### src/rtl/b12_sequence_game.sv
// b12_sequence_game: "repeat the sequence" memory game controller.
// Each round a pseudo-random colour is appended to the stored sequence. The
// whole sequence is then replayed on the lights with a tone, and the player
// has to repeat it on the keys.
//
// Ports
//   clock    in   system clock, rising edge
//   reset    in   asynchronous active-high reset
//   start    in   synchronous request to begin a new game (wins over any state)
//   k[3:0]   in   one-hot player keys (0 red, 1 green, 2 yellow, 3 blue)
//   __obs    in   reserved observation input, no functional effect
//   nloss    out  high while in LOSS
//   nl[3:0]  out  lights
//   speaker  out  square-wave tone
//
// All outputs are registered from the current-state decode, so they appear
// one cycle after the state they belong to.
//
// state    | meaning
// ---------+----------------------------------------------------------
// IDLE     | after reset, dark and silent, waiting for start
// INIT     | clear sequence length and loss flag
// ADD      | append rnd to the sequence, restart replay at entry 0
// SHOW     | replay entry addr: SHOW_ON lit cycles, then SHOW_OFF dark
// WAIT_KEY | wait for the player's key for entry addr (with timeout)
// FEED     | echo the accepted key with its tone for FEED_CYCLES
// RELEASE  | wait for all keys up, then next entry / next round / win
// WIN      | all lights on, win tone, until start
// LOSS     | show the expected colour, loss tone, until start
module b12_sequence_game #(
  parameter int SEQ_LEN     = 32,
  parameter int SHOW_ON     = 8,
  parameter int SHOW_OFF    = 2,
  parameter int FEED_CYCLES = 4,
  parameter int KEY_TIMEOUT = 255
) (
  input  logic       clock,
  input  logic       reset,
  input  logic       start,
  input  logic [3:0] k,
  input  logic       __obs,
  output logic       nloss,
  output logic [3:0] nl,
  output logic       speaker
);

  localparam int IW = (SEQ_LEN > 1) ? $clog2(SEQ_LEN) : 1;

  typedef enum logic [3:0] {
    IDLE, INIT, ADD, SHOW, WAIT_KEY, FEED, RELEASE, WIN, LOSS
  } state_t;

  state_t     state, state_nx;
  logic [5:0] length, length_nx;
  logic [5:0] addr, addr_nx;
  logic [7:0] timer, timer_nx;
  logic [7:0] timeout, timeout_nx;
  logic [3:0] key_q, key_nx;
  logic [1:0] rnd;
  logic [2:0] div;
  logic [1:0] mem [SEQ_LEN];

  logic       mem_we;
  logic       play;
  logic [2:0] tone;
  logic [3:0] nl_nx;
  logic       nloss_nx;
  logic [1:0] cur_col;
  logic [3:0] cur_hot;

  logic unused_obs;
  assign unused_obs = __obs;

  assign cur_col = mem[addr[IW-1:0]];
  assign cur_hot = 4'b0001 << cur_col;

  always_comb begin
    state_nx   = state;
    length_nx  = length;
    addr_nx    = addr;
    timer_nx   = timer;
    timeout_nx = timeout;
    key_nx     = key_q;
    mem_we     = 1'b0;
    play       = 1'b0;
    tone       = 3'd0;
    nl_nx      = 4'b0000;
    nloss_nx   = 1'b0;

    case (state)
      IDLE: ;
      INIT: begin
        length_nx = 6'd0;
        state_nx  = ADD;
      end
      ADD: begin
        mem_we    = 1'b1;
        length_nx = length + 6'd1;
        addr_nx   = 6'd0;
        timer_nx  = 8'd0;
        state_nx  = SHOW;
      end
      SHOW: begin
        if (timer < 8'(SHOW_ON)) begin
          nl_nx = cur_hot;
          play  = 1'b1;
          tone  = {1'b0, cur_col};
        end
        if (timer == 8'(SHOW_ON + SHOW_OFF - 1)) begin
          timer_nx = 8'd0;
          if (addr == length - 6'd1) begin
            addr_nx    = 6'd0;
            timeout_nx = 8'd0;
            state_nx   = WAIT_KEY;
          end else begin
            addr_nx = addr + 6'd1;
          end
        end else begin
          timer_nx = timer + 8'd1;
        end
      end
      WAIT_KEY: begin
        if (k == 4'b0000) begin
          // The KEY_TIMEOUT-th consecutive idle cycle is the losing one.
          if (timeout == 8'(KEY_TIMEOUT - 1)) state_nx = LOSS;
          else timeout_nx = timeout + 8'd1;
        end else if (k == cur_hot) begin
          key_nx   = k;
          timer_nx = 8'd0;
          state_nx = FEED;
        end else begin
          state_nx = LOSS;
        end
      end
      FEED: begin
        nl_nx = key_q;
        play  = 1'b1;
        tone  = {1'b0, cur_col};
        if (timer == 8'(FEED_CYCLES - 1)) state_nx = RELEASE;
        else timer_nx = timer + 8'd1;
      end
      RELEASE: begin
        if (k == 4'b0000) begin
          addr_nx = addr + 6'd1;
          if ((addr + 6'd1) < length) begin
            timeout_nx = 8'd0;
            state_nx   = WAIT_KEY;
          end else if (length == 6'(SEQ_LEN)) begin
            state_nx = WIN;
          end else begin
            state_nx = ADD;
          end
        end
      end
      WIN: begin
        nl_nx = 4'b1111;
        play  = 1'b1;
        tone  = 3'd4;
      end
      LOSS: begin
        nloss_nx = 1'b1;
        nl_nx    = cur_hot;
        play     = 1'b1;
        tone     = 3'd5;
      end
      default: state_nx = IDLE;
    endcase

    if (start) state_nx = INIT;
  end

  always_ff @(posedge clock or posedge reset) begin
    if (reset) begin
      state   <= IDLE;
      length  <= 6'd0;
      addr    <= 6'd0;
      timer   <= 8'd0;
      timeout <= 8'd0;
      key_q   <= 4'b0000;
      rnd     <= 2'd0;
      div     <= 3'd0;
      speaker <= 1'b0;
      nl      <= 4'b0000;
      nloss   <= 1'b0;
    end else begin
      state   <= state_nx;
      length  <= length_nx;
      addr    <= addr_nx;
      timer   <= timer_nx;
      timeout <= timeout_nx;
      key_q   <= key_nx;
      rnd     <= rnd + 2'd1;
      nl      <= nl_nx;
      nloss   <= nloss_nx;
      // Tone divider: half-period is tone+1 cycles, silent and cleared when idle.
      if (!play) begin
        speaker <= 1'b0;
        div     <= 3'd0;
      end else if (div == tone) begin
        speaker <= ~speaker;
        div     <= 3'd0;
      end else begin
        div <= div + 3'd1;
      end
    end
  end

  // Sequence storage has no reset; entries are always written before being read.
  always_ff @(posedge clock) begin
    if (mem_we) mem[length[IW-1:0]] <= rnd;
  end

endmodule

### config.mk
export PLATFORM = sky130hd
export DESIGN_NAME = b12_sequence_game
export DESIGN_NICKNAME = d
export VERILOG_FILES = /design/src/rtl/b12_sequence_game.sv
export SDC_FILE = /design/constraint.sdc
export NUM_CORES = 1
export LEC_CHECK = 0
export BUFFER_PORTS_ARGS = -buffer_cell sky130_fd_sc_hd__buf_2
export CAP_MARGIN = 20
export CORE_MARGIN = 5
export CORE_UTILIZATION = 30
export DETAILED_ROUTE_END_ITERATION = 12
export PLACE_DENSITY = 0.56
export SLEW_MARGIN = 20
export SYNTH_ARGS = -nofsm -noshare
export SYNTH_HDL_FRONTEND = slang
export SYNTH_SLANG_ARGS = --single-unit
export TNS_END_PERCENT = 100
### constraint.sdc
create_clock -name clock -period 7.8 [get_ports clock]
set_input_delay 0.78 -clock clock [delete_from_list [all_inputs] [get_ports clock]]
set_output_delay 0.78 -clock clock [all_outputs]
set_load 0.005 [all_outputs]
Word-level counts from Yosys, hierarchy flattened
Memory sizes are Yosys's and may differ from the RTL's.
Index checks and enable logic that the tools add are counted.
- bits in read-only memories: 0
- bits in latches: 0
- bits in registers: 47
- memories kept: 1
- output and inout port bits: 6
- logic and storage cells: 110
- bits of input ports: 8
- memory bits (writable): 64
- memory list (memory ; depth ; width ; read ports ; clocked after Yosys merged registers in ; wr ports ; line ; source):
    mem ; 32 ; 2 ; 1 ; 0 ; 1 ; 61 ; logic [1:0] mem [SEQ_LEN];
- order comparisons: 2
- equal/unequal tests: 31
- reductions and logical operators: 13
- multiplexer cells: 42
- bitwise operators: 2
- shifts and indexed selects: 1
- $mul: 0
- $add $sub $neg: 7
- divide/modulo/power cells: 0
- operator list (kind ; number):
    $mux W8 ; 10
    $mux W4 ; 9
    $pmux W8 S4 ; 1
    $pmux W4 S7 ; 1
    $pmux W8 S3 ; 1
    $mux W6 ; 3
    $ne A2 B2 Y1 const B ; 9
    $pmux W6 S3 ; 1
    $add A8 B1 Y8 const B ; 2
    $eq A4 B3 Y1 const B ; 4
    $pmux W4 S4 ; 1
    $add A6 B1 Y6 const B ; 2
    $mux W3 ; 4
    $ne A3 B3 Y1 const B ; 4
    $pmux W3 S4 ; 1
    $pmux W6 S2 ; 1
    $eq A4 B2 Y1 const B ; 2
    $eq A8 B2 Y1 const B ; 1
    $eq A8 B4 Y1 const B ; 1
    $eq A8 B8 Y1 const B ; 1
    $logic_not A4 Y1 ; 2
    $lt A8 B4 Y1 const B ; 1
    $mux W1 ; 7
    $reduce_and A7 Y1 ; 1
    other kinds (23) ; 28

Logic depth before layout (Yosys ltp)
Gate-level depths: netlist (run 1).
An unclocked memory read counts as a cell.
- word-level depth: 7
- gate-level depth with buffers: 13
- mapped depth without buffers: 11

Worst setup path after synthesis (run 1)
Ideal clock, no wire load.
- path kind: register -> register
- from: register addr[1]
- to: register timer[6]
- slack: 4.993 ns
- data arrival time: 2.711 ns
- data required time: 7.704 ns
- path buffers: 2
- setup time: 0.096 ns
- cell stages (with the launch flop): 11
- period minus slack after synthesis: 2.807 ns
- path through: dfrtp_1 -> buf_6 -> buf_8 -> mux4_1 -> mux4_2 -> mux2i_4 -> or3_1 -> nand4_2 -> o311ai_4 -> o21ai_1 -> o31ai_1
- longest elaborated chain between the ends: 5
- RTL lines (element ; line ; source):
    start, declared ; 55 ; logic [5:0] addr, addr_nx;
    start signal, assigned ; 188 ; addr <= addr_nx;
    $mem_v2 Z32 W2 ; n/a ;
    $shl A1 B2 Y4 ; 75 ; assign cur_hot = 4'b0001 << cur_col;
    $eq A4 B4 Y1 ; 127 ; end else if (k == cur_hot) begin
    $ne A2 B2 Y1 (no line) ; n/a ;
    $reduce_and A4 Y1 (no line) ; n/a ;
    end signal, assigned ; 189 ; timer <= timer_nx;
    end, declared ; 56 ; logic [7:0] timer, timer_nx;
Every way passes these cells.
A chain may end at the register's enable or synchronous reset.

Worst setup path after layout (run 1)
Ends and elaborated chain as after synthesis.

==> results of run 1 <==
## critical path, cell delays in order (launching register included)
cell	delay [ns]
dfrtp_1	0.33
buf_4	0.31
mux4_1	0.63
mux4_2	0.50
mux2i_2	0.52
or3_1	0.21
nand4_2	0.19
o311ai_4	0.44
o21ai_1	0.14
o31ai_1	0.09
## cell usage after synthesis (3+ instances only)
cell type,n
edfxtp_1,64
nor2_1,63
dfrtp_1,47
nand2_1,37
nand3_1,28
o21ai_0,20
ha_1,16
inv_1,15
mux4_1,14
a22o_1,13
a21oi_1,9
nor2b_1,9
nor3_1,9
xnor2_1,9
clkbuf_1,8
o21ai_1,8
and3_1,7
mux2_2,7
or3_1,7
mux4_2,6
a31oi_1,5
buf_6,5
xor2_1,5
nand2b_1,4
o211ai_1,4
o31ai_1,4
and3b_1,3
buf_4,3
nand4_1,3
o22ai_1,3
or2_2,3
## cells in the final DEF, fill, tap and decap left out, drive strengths merged, types with 7 or more instances in the layout
cell type,netlist,final
a21oi,9,9
a22o,13,13
and3,7,7
buf,10,14
clkbuf,8,9
dfrtp,47,47
edfxtp,64,64
ha,16,16
inv,15,18
mux2,7,7
mux4,20,20
nand2,37,37
nand3,28,28
nor2,63,63
nor2b,9,9
nor3,9,9
o21ai,28,28
or3,7,7
xnor2,9,9
## logic make-up after synthesis
kind of cell | count (synthesis)
AOI/OAI and AO/OA | 81
xor gates and xnor gates | 14
adders and majority gates | 16
buffers and inverters | 34
DFF | 111
muxes | 29
and+or+nand+nor | 184
## final cells by class
cell class,instances,area (um2)
flip-flops and latches,111,3099
multi-input cells,324,2380
inverters,15,57.56
fillers,1879,12440
well taps,234,292.8
clock buffers,9,225.2
repair buffers,14,75.07
clock inverters,7,71.32
## path summary, 6_finish.rpt
kind                             to  slack, ns  cells past startpoint
min                        timer[7]       0.49                      1
max in group asynchronous    rnd[0]       6.73                      2
max reg2reg                timer[6]       4.32                      9
min in group asynchronous    rnd[1]       0.55                      2
max                        timer[6]       4.32                      9
min reg2reg                timer[7]       0.49                      1
## registers in the layout, indices dropped and copies added, names as in the netlist
signal,flops
addr,6
length,6
nl,4
mem,64
div,3
speaker,1
nloss,1
rnd,2
timer,8
timeout,8
key_q,4
state,4
## where the power goes
| group | internal (mW) | switching [mW] |
|---|---|---|
| logic | 0.207 | 0.286 |
| registers | 0.654 | 0.0635 |
| clock network | 0.227 | 0.233 |
| total | 1.09 | 0.583 |
## layer usage
metal / part of all wire, % / vias up / GRT usage (%) / wire length [um]
met3: 3.5 / 7 / 3.004 / 403
met1: 47 / 1848 / 14.73 / 5467
li1: - / 1768 / - / -
met2: 48 / 54 / 18.29 / 5618
met5: 0 / - / 0 / 0
met4: 0.85 / 0 / 2.190 / 99
## through the flow
step	hold slack, ns	setup WS, ns
2_1_floorplan	0.4396	4.993
3_3_place_gp	0.4651	4.391
3_5_place_dp	0.4740	4.286
4_1_cts	0.4933	4.281
5_1_grt	0.5094	4.117
6_report	0.4932	4.315
==> summary.md, run 1 <==
| Metric | Value |
|---|---|
| Status | completed |
| FP Rows | 50 |
| Longest Clk Path Bufs | 2 |
| Arr. time, crit path | approximately 3.7 ns |
| Total number of vias | roughly 3700 |
| Cell area after layout | 6201 um2 |
| Root Buffer | clkbuf_16 |
| Overall Power | around 1.7 mW |
| Routed WL | about 12000 um |
| Min cycle time layout | 3.485 ns |
| Die width | roughly 150 um |
| Vias per cell | 5.150 |
| CP endpoint kind | flop |
| Largest net degree at the start of global routing | 48 |
| Least-Margin Pin Slew | approximately 1.0 ns |
| Die Ht | 147.5 um |
| Fin. Hold Viols | 0 |
| P&R area growth vs syn | 9.356% |
| CP required | between 8 and 9 ns |
| Primary FF master, synth | edfxtp_1 |
| R2R Path Start | addr[1] |
| Hold Path Origin | timer[7] |
| Main area contributors after synthesis | edfxtp_1 (34%), dfrtp_1 (21%), mux4_1 (6.5%) |
| Starting Density | 30.42% |
| Initial antenna violation count | 0 |
| Clock slew seen by the registers of the worst setup and hold paths | roughly 0.08 ns |
| Routed WL per cell | around 16 um |
| DIE AREA | 21750 um2 |
| ANT cells | 0 |
| Final setup violation count | 0 |
| Worst VDD drop | approximately 0.00011 V |
| Synth Area in Adders | under 10% |
| Max Slew Vio Count | 0 |
| Synth top area share | between 30% and 40% |
| Final setup TNS | 0 ns |
| Syn Area/Cell | 12.09 um2 |
| GRT Total Usage | 11.06% |
| Mux contribution to synthesized area | roughly 11% |
| Non-Filler Instances | a little over 700 |
| Nature of the critical path startpoint | flop |
| Yosys warns | 0 |
| # Post-CTS Setup Buffers | 0 |
| Synth Area in Compound Gates | around a tenth |
| Synthesized area | 5670 um2 |
| Initial DRT Pass Iterations | 5 |
| Cell variety after synth | 57 |
| Total gr overflow | 0 |
| Yosys reg bits | 111 |
| Fin crit share | 44.68% |
| Clk Latency, worst-skew pair | between 0.3 and 0.4 ns |
| Post_cts resized | 0 |
| Crit path launch | addr[1] |
| Max-cap violations | 0 |
| Worst hold path class | reg -> reg |
| Detailed Place HPWL | slightly below 8000 um |
| Vias in the first global route | between 3000 and 4000 |
| # port buffers | 12 |
| RSZ-0062 raised after global routing | false |
| Nets@finish | about 500 |
| H-tree Lvls | 3 |
| Relative slew margins | between 30% and 40% |
| Num ports | 14 |
| Post-synth EDFFs | 64 |
| DP Area | between 5000 and 6000 um2 |
| Syn Inst Count | about 470 |
| Utilization after layout | 33.26% |
| DP Cell Count | about 700 |
| Yosys top cell by area | edfxtp_1 |
| Skew final | ~0.012 ns |
| Antenna viol nets, final | 0 |
| # DRC | 0 |
| Post-Synth Simple-Gate Area | between 10% and 20% |
| Post-Syn Nets | 493 |
| First-pass GRT wire length | 19530 um |
| Register area share after synthesis | a little over half |
| Clock sink count | 111 |
| Crit path kind | reg -> reg |
| Maximum fanout along the worst path | 20 |
| LEAKAGE | ~2.2 nW |
| CTS tree | built |
| XOR/XNOR share of the synthesized area | between 2 and 2.5% |
| CTS Buf Count | 9 |
| F_max | ~290 MHz |
| Post-synth ARST share | 42.34% |
| Core area | between 15000 and 20000 um2 |
| Initial DRC Count | approximately 250 |
| PD cells | approximately 270 nW/um2 |
| Cts-stage hold buffer count | 0 |
| GP Congestion | about 0.8 |
| Largest family of logic cells by synthesized area | simple AND/OR/NAND/NOR gates |
| Share of layout cells above drive strength 1 | between 10 and 15% |
Note: power is estimated with default switching activity, not from simulation.
==> inputs of run 2 (changes only) <==
--- a/config.mk
+++ b/config.mk
@@ -10,7 +10,7 @@
 export CORE_MARGIN = 5
 export CORE_UTILIZATION = 30
 export DETAILED_ROUTE_END_ITERATION = 12
-export PLACE_DENSITY = 0.56
+export PLACE_DENSITY = 0.58
 export SLEW_MARGIN = 20
 export SYNTH_ARGS = -nofsm -noshare
 export SYNTH_HDL_FRONTEND = slang
==> constraint.sdc (replaced) <==
create_clock -name clock -period 2.8 [get_ports clock]
set_input_delay 0.28 -clock clock [delete_from_list [all_inputs] [get_ports clock]]
set_output_delay 0.28 -clock clock [all_outputs]
set_load 0.005 [all_outputs]
==> run 2 against run 1 <==
  * The flow now finishes with violations (negative setup slack)
  * Sequential power increased to 2.7 times the previous value
  * Total power grew to 3.2 times the previous value
  * Via count grew 6.9%
  * Utilization is 3.4 points higher
  * Worst hold slack worse by 0.44 ns
  * Die area did not move
  * Cell area is 10% higher
  * Routed wire length increased by 8.6%
  * Count of clock-buffer cells in the layout increased by 1
  * Critical path type unchanged
  * Critical endpoint is now state[3]
  * Largest cell class unchanged
  * Largest power group is now combinational logic
==> summary.md, run 2 (synthesized netlist as in run 1, its figures left out) <==
| Metric | Value |
|---|---|
| Status | complete, but fails checks |
| Failing checks | negative setup slack |
| Die width | around 150 um |
| Clock slew seen by the registers of the worst setup and hold paths | about 0.080 ns |
| Max FFs per register | 64 |
| Root Buffer | clkbuf_16 |
| RSZ-0062 raised after global routing | true |
| Worst VDD drop | approximately 0.00039 V |
| F_max | between 300 and 400 MHz |
| Starting Density | 30.42% |
| DIE AREA | 21750 um2 |
| Fin. Hold Viols | 0 |
| CTS Buf Count | 9 |
| # DRC | 0 |
| H-tree Lvls | 3 |
| Share of layout cells above drive strength 1 | a little over a quarter |
| # port buffers | 12 |
| Routed WL per cell | roughly 16 um |
| Relative slew margins | roughly 33% |
| Max-cap violations | 0 |
| Fin crit share | 105.8% |
| Worst hold path class | in -> async |
| LEAKAGE | 2.485 nW |
| ANT cells | 0 |
| Most frequent cells in the layout | edfxtp_1 (64), nor2_1 (62), dfrtp_1 (45) |
| Num ports | 14 |
| Nets@finish | 553 |
| Longest Clk Path Bufs | 2 |
| PD cells | just under 800 nW/um2 |
| Non-Filler Instances | 768 |
| Total gr overflow | 0 |
| P&R area growth vs syn | 20.70% |
| Clock sink count | roughly 110 |
| Die Ht | roughly 150 um |
| Detailed Place HPWL | about 8600 um |
| Arr. time, crit path | around 3.2 ns |
| Final WS setup | -0.1629 ns |
| Maximum fanout along the worst path | 8 |
| Antenna viol nets, final | 0 |
| FP Rows | 50 |
| Core area | roughly 19000 um2 |
| Routed WL | around 13000 um |
| Vias in the first global route | just over 4000 |
| CTS tree | built |
| Initial DRC Count | about 320 |
| Commonest non-fill, non-tap cell in the layout | edfxtp_1 |
| Max Slew Vio Count | 0 |
| Cts-stage hold buffer count | 0 |
| GRT Total Usage | approximately an eighth |
| Final setup violation count | 22 |
| Nature of the critical path startpoint | flop |
| Clk Latency, worst-skew pair | roughly 0.36 ns |
| Vias per cell | around 5.1 |
| Largest net degree at the start of global routing | 48 |
| Least-Margin Pin Slew | 1.008 ns |
| Final setup TNS | -2.198 ns |
| Total number of vias | 3930 |
| CP required | about 3 ns |
| Skew final | around 0.011 ns |
| Initial DRT Pass Iterations | 5 |
| Initial antenna violation count | 0 |
| DP Cell Count | approximately 740 |
| GP Congestion | slightly below 0.8 |
| First-pass GRT wire length | just over 20000 um |
| Min cycle time layout | 2.963 ns |
| Crit path kind | reg -> reg |
| CP endpoint kind | flop |
| Utilization after layout | a little under two fifths |
[run 2: cell types whose count changed in the layout (fill, tap and decap cells not counted), moves of 3 or more]
cell     change
buf_4       +42
buf_6        +8
mux4_1       -5
mux4_2       +5
nand3_1      -5
nand3_2      +4
o21ai_0      -4
o21ai_2      +4
a21oi_1      -3
a21oi_2      +3
[run 2: path summary, 6_finish.rpt]
check / from / end / slack (ns) / cells after the start
worst max-delay path: addr[1] / state[3] / -0.16 / 10
worst min-delay path: reset / rnd[0] / 0.05 / 2
worst max register to register: addr[1] / state[3] / -0.16 / 10
worst min register to register: div[0] / div[0] / 0.50 / 1
max in group asynchronous: reset / addr[2] / 2.20 / 2
min in group clock: start / state[3] / 0.16 / 2
[run 2: timing repair]
item | CTS | global route
setup buffers | 1 | 4
resized for setup | 29 | 30
pin swaps | 8 | 21
setup endpoints to repair | 28 | 28
cloned | 2 | 0
[run 2: per-layer routing]
metal	vias up	share of wire, %	global-route usage [%]
met2	71	50	19.77
met1	1968	45	15.71
li1	1877	-	-
met5	-	0	0
met4	0	0.84	2.050
met3	14	3.8	2.667
[run 2: per-stage QoR]
step                setup WS, ns  power (mW)  area [um2]  hold WS, ns
CTS                      -0.1771       5.146        6665       0.1479
global route             -0.2773       5.608        6844       0.1261
finish                   -0.1629       5.286        6844      0.05088
floorplan               0.002524       3.144        5659       0.3431
detailed placement       -0.2555       3.721        6248       0.4801
global placement         -0.1869       3.684        6248       0.4611
[run 2: area by class of cell]
type                            instances  area, um2
Fill cell                            1836      11800
Sequential cell                       111       3100
Multi-Input combinational cell        324       2554
Timing Repair Buffer                   68      548.0
Tap cell                              234      292.8
Clock buffer                           10      229.0
Clock inverter                          6      62.56
Inverter                               15      57.56
[run 2: power by group]
part           switching [mW]  internal [mW]  total [mW]
sequential              0.117           1.83        1.94
combinational            1.06           1.02        2.08
clock                   0.633          0.629        1.26
[run 2: critical path: stages (launching register included)]
cell	delay, ns
dfrtp_2	0.44
buf_12	0.15
buf_6	0.11
mux4_2	0.48
mux4_2	0.52
mux2i_4	0.23
nand4b_1	0.19
nand4_4	0.15
buf_4	0.17
or3_4	0.32
a21oi_2	0.13
==> inputs of run 3 (changes only) <==
--- a/config.mk
+++ b/config.mk
@@ -9,8 +9,9 @@
 export CAP_MARGIN = 20
 export CORE_MARGIN = 5
 export CORE_UTILIZATION = 30
+export CTS_CLUSTER_SIZE = 8
 export DETAILED_ROUTE_END_ITERATION = 12
-export PLACE_DENSITY = 0.58
+export PLACE_DENSITY = 0.56
 export SLEW_MARGIN = 20
 export SYNTH_ARGS = -nofsm -noshare
 export SYNTH_HDL_FRONTEND = slang
==> constraint.sdc (replaced) <==
create_clock -name clock -period 3.3 [get_ports clock]
set_input_delay 0.33 -clock clock [delete_from_list [all_inputs] [get_ports clock]]
set_output_delay 0.33 -clock clock [all_outputs]
set_load 0.005 [all_outputs]
==> run 3 against run 2 <==
  * The flow now finishes without violations
  * Non-clock buffer count decreased by 42
  * Worst hold slack improved by 0.062 ns
  * Register-to-register slack improved by 0.33 ns
  * Clock power down 16%
  * Flip-flop and latch count unchanged
  * Total power fell by 24%
  * Die area unchanged
  * Largest cell class unchanged
  * Fmax decreased by 5.4%
==> summary.md, run 3 (synthesized netlist as in run 1, its figures left out) <==
| Metric | Value |
|---|---|
| # port buffers | 12 |
| Clock sink count | 111 |
| Max Slew Vio Count | 0 |
| Fin. Hold Viols | 0 |
| CTS Buf Count | 9 |
| Worst VDD drop | 0.0002518 V |
| Longest Clk Path Bufs | 2 |
| Min cycle time layout | 3.134 ns |
| Die width | between 100 and 150 um |
| Total gr overflow | 0 |
| Vias per cell | 5.156 |
| PD cells | 637.9 nW/um2 |
| GP Congestion | around 0.8 |
| Clk Latency, worst-skew pair | 0.35 ns |
| CP required | between 3 and 4 ns |
| Critical-path top delay cell | mux4_1 |
| Utilization after layout | around a third |
| Die Ht | 147.5 um |
| Routed WL per cell | 15.66 um |
| Overall Power | 4.018 mW |
| Final setup TNS | 0 ns |
| Final WS setup | roughly 0.17 ns |
| Most frequent cells in the layout | edfxtp_1 (64), nor2_1 (63), dfrtp_1 (46) |
| WHS | ~0.11 ns |
| Fillers | approximately 1900 |
| Arr. time, crit path | 3.41 ns |
| # DRC | 0 |
| FP Rows | 50 |
| Nets@finish | a little over 500 |
| LEAKAGE | roughly 2.2 nW |
| Routed WL | between 10000 and 15000 um |
| Core area | about 19000 um2 |
| Non-Filler Instances | a little over 700 |
| GRT Total Usage | 10.95% |
| Fin crit share | between 90 and 100% |
| Relative slew margins | about a third |
| Cell area after layout | around 6300 um2 |
| CP endpoint kind | flop |
| Starting Density | a little under a third |
| Worst hold path class | in -> async |
| DP Area | 5989 um2 |
| Nature of the critical path startpoint | flop |
| Status | completed |
| Initial antenna violation count | 0 |
| ANT cells | 0 |
| Num ports | 14 |
| Crit path kind | reg -> reg |
| Initial DRT Pass Iterations | 4 |
| Largest net degree at the start of global routing | 48 |
| DP Cell Count | ~710 |
| Crit-path cells | buf_12, mux4_1, mux4_2, mux2i_2, buf_4, nand4_1, nand4_2, nand2_1, and3b_1, o21bai_1 |
| Commonest non-fill, non-tap cell in the layout | edfxtp_1 |
| Skew final | roughly 0.011 ns |
| Clock slew seen by the registers of the worst setup and hold paths | roughly 0.070 ns |
| Setup slack at placement | ~0.15 ns |
| Share of layout cells above drive strength 1 | 13.41% |
| Maximum fanout along the worst path | 20 |
| F_max | between 300 and 400 MHz |
| Initial DRC Count | roughly 260 |
| First-pass GRT wire length | ~19000 um |
| Least-Margin Pin Slew | 1.015 ns |
| P&R area growth vs syn | 11.08% |
| Vias in the first global route | between 3000 and 4000 |
| Detailed Place HPWL | approximately 8000 um |
| RSZ-0062 raised after global routing | false |
| CTS tree | built |
| Max FFs per register | 64 |
| Cts-stage hold buffer count | 0 |
| H-tree Lvls | 3 |
| Root Buffer | clkbuf_16 |
| DIE AREA | ~22000 um2 |
| Max incr delay on CP | around 0.6 ns |
| Total number of vias | 3743 |
| Antenna viol nets, final | 0 |
| Final setup violation count | 0 |
| Max-cap violations | 0 |
[run 3: cell types whose count changed in the layout (fill, tap and decap cells not counted), sizes merged]
cell,change
buf,-42
[run 3: repair_timing]
action / 4_1_cts / 5_1_grt
setup buffers: 0 / 2
endpoints found under the setup margin: 0 / 5
gates resized for setup: 0 / 2
[run 3: layout make-up]
| class | instances | area, um2 | share of cell area [%] |
|---|---|---|---|
| clock buffers | 10 | 229.0 | 3.635 |
| multi-input cells | 324 | 2382 | 37.82 |
| well taps | 234 | 292.8 | 4.648 |
| clock inverters | 6 | 60.06 | 0.9535 |
| flip-flops and latches | 111 | 3099 | 49.21 |
| inverters | 15 | 57.56 | 0.9138 |
| repair buffers | 26 | 177.7 | 2.821 |
[run 3: per-layer routing]
layer | global-route usage, % | part of all wire [%] | vias to the layer above
met5 | 0 | 0 | -
met4 | 2.749 | 0.98 | 0
met3 | 2.238 | 4.0 | 12
met2 | 18.18 | 48 | 62
met1 | 14.76 | 47 | 1873
li1 | - | - | 1796
[run 3: worst max-delay path, delay by kind of cell, from the launching register on]
| kind | cells | cell delay (ns) |
|---|---|---|
| AND/OR/NAND/NOR | 4 | 0.72 |
| AO/OA/AOI/OAI | 1 | 0.13 |
| multiplexers | 3 | 1.43 |
| buffers and inverters | 2 | 0.40 |
| flip-flops | 1 | 0.37 |
[run 3: path summary, 6_finish.rpt]
check                         start  endpoint  slack (ns)  cells past startpoint
max                         addr[1]  state[0]        0.17                     10
min                           reset    rnd[1]        0.11                      2
max reg2reg                 addr[1]  state[0]        0.17                     10
min reg2reg                timer[7]  timer[7]        0.48                      1
max in group asynchronous     reset   addr[2]        2.66                      2
min in group clock            start  state[2]        0.18                      2
[run 3: power by group]
group	internal, mW	switching [mW]
Sequential	1.55	0.135
Combinational	0.575	0.705
Clock	0.533	0.523
Total	2.66	1.36
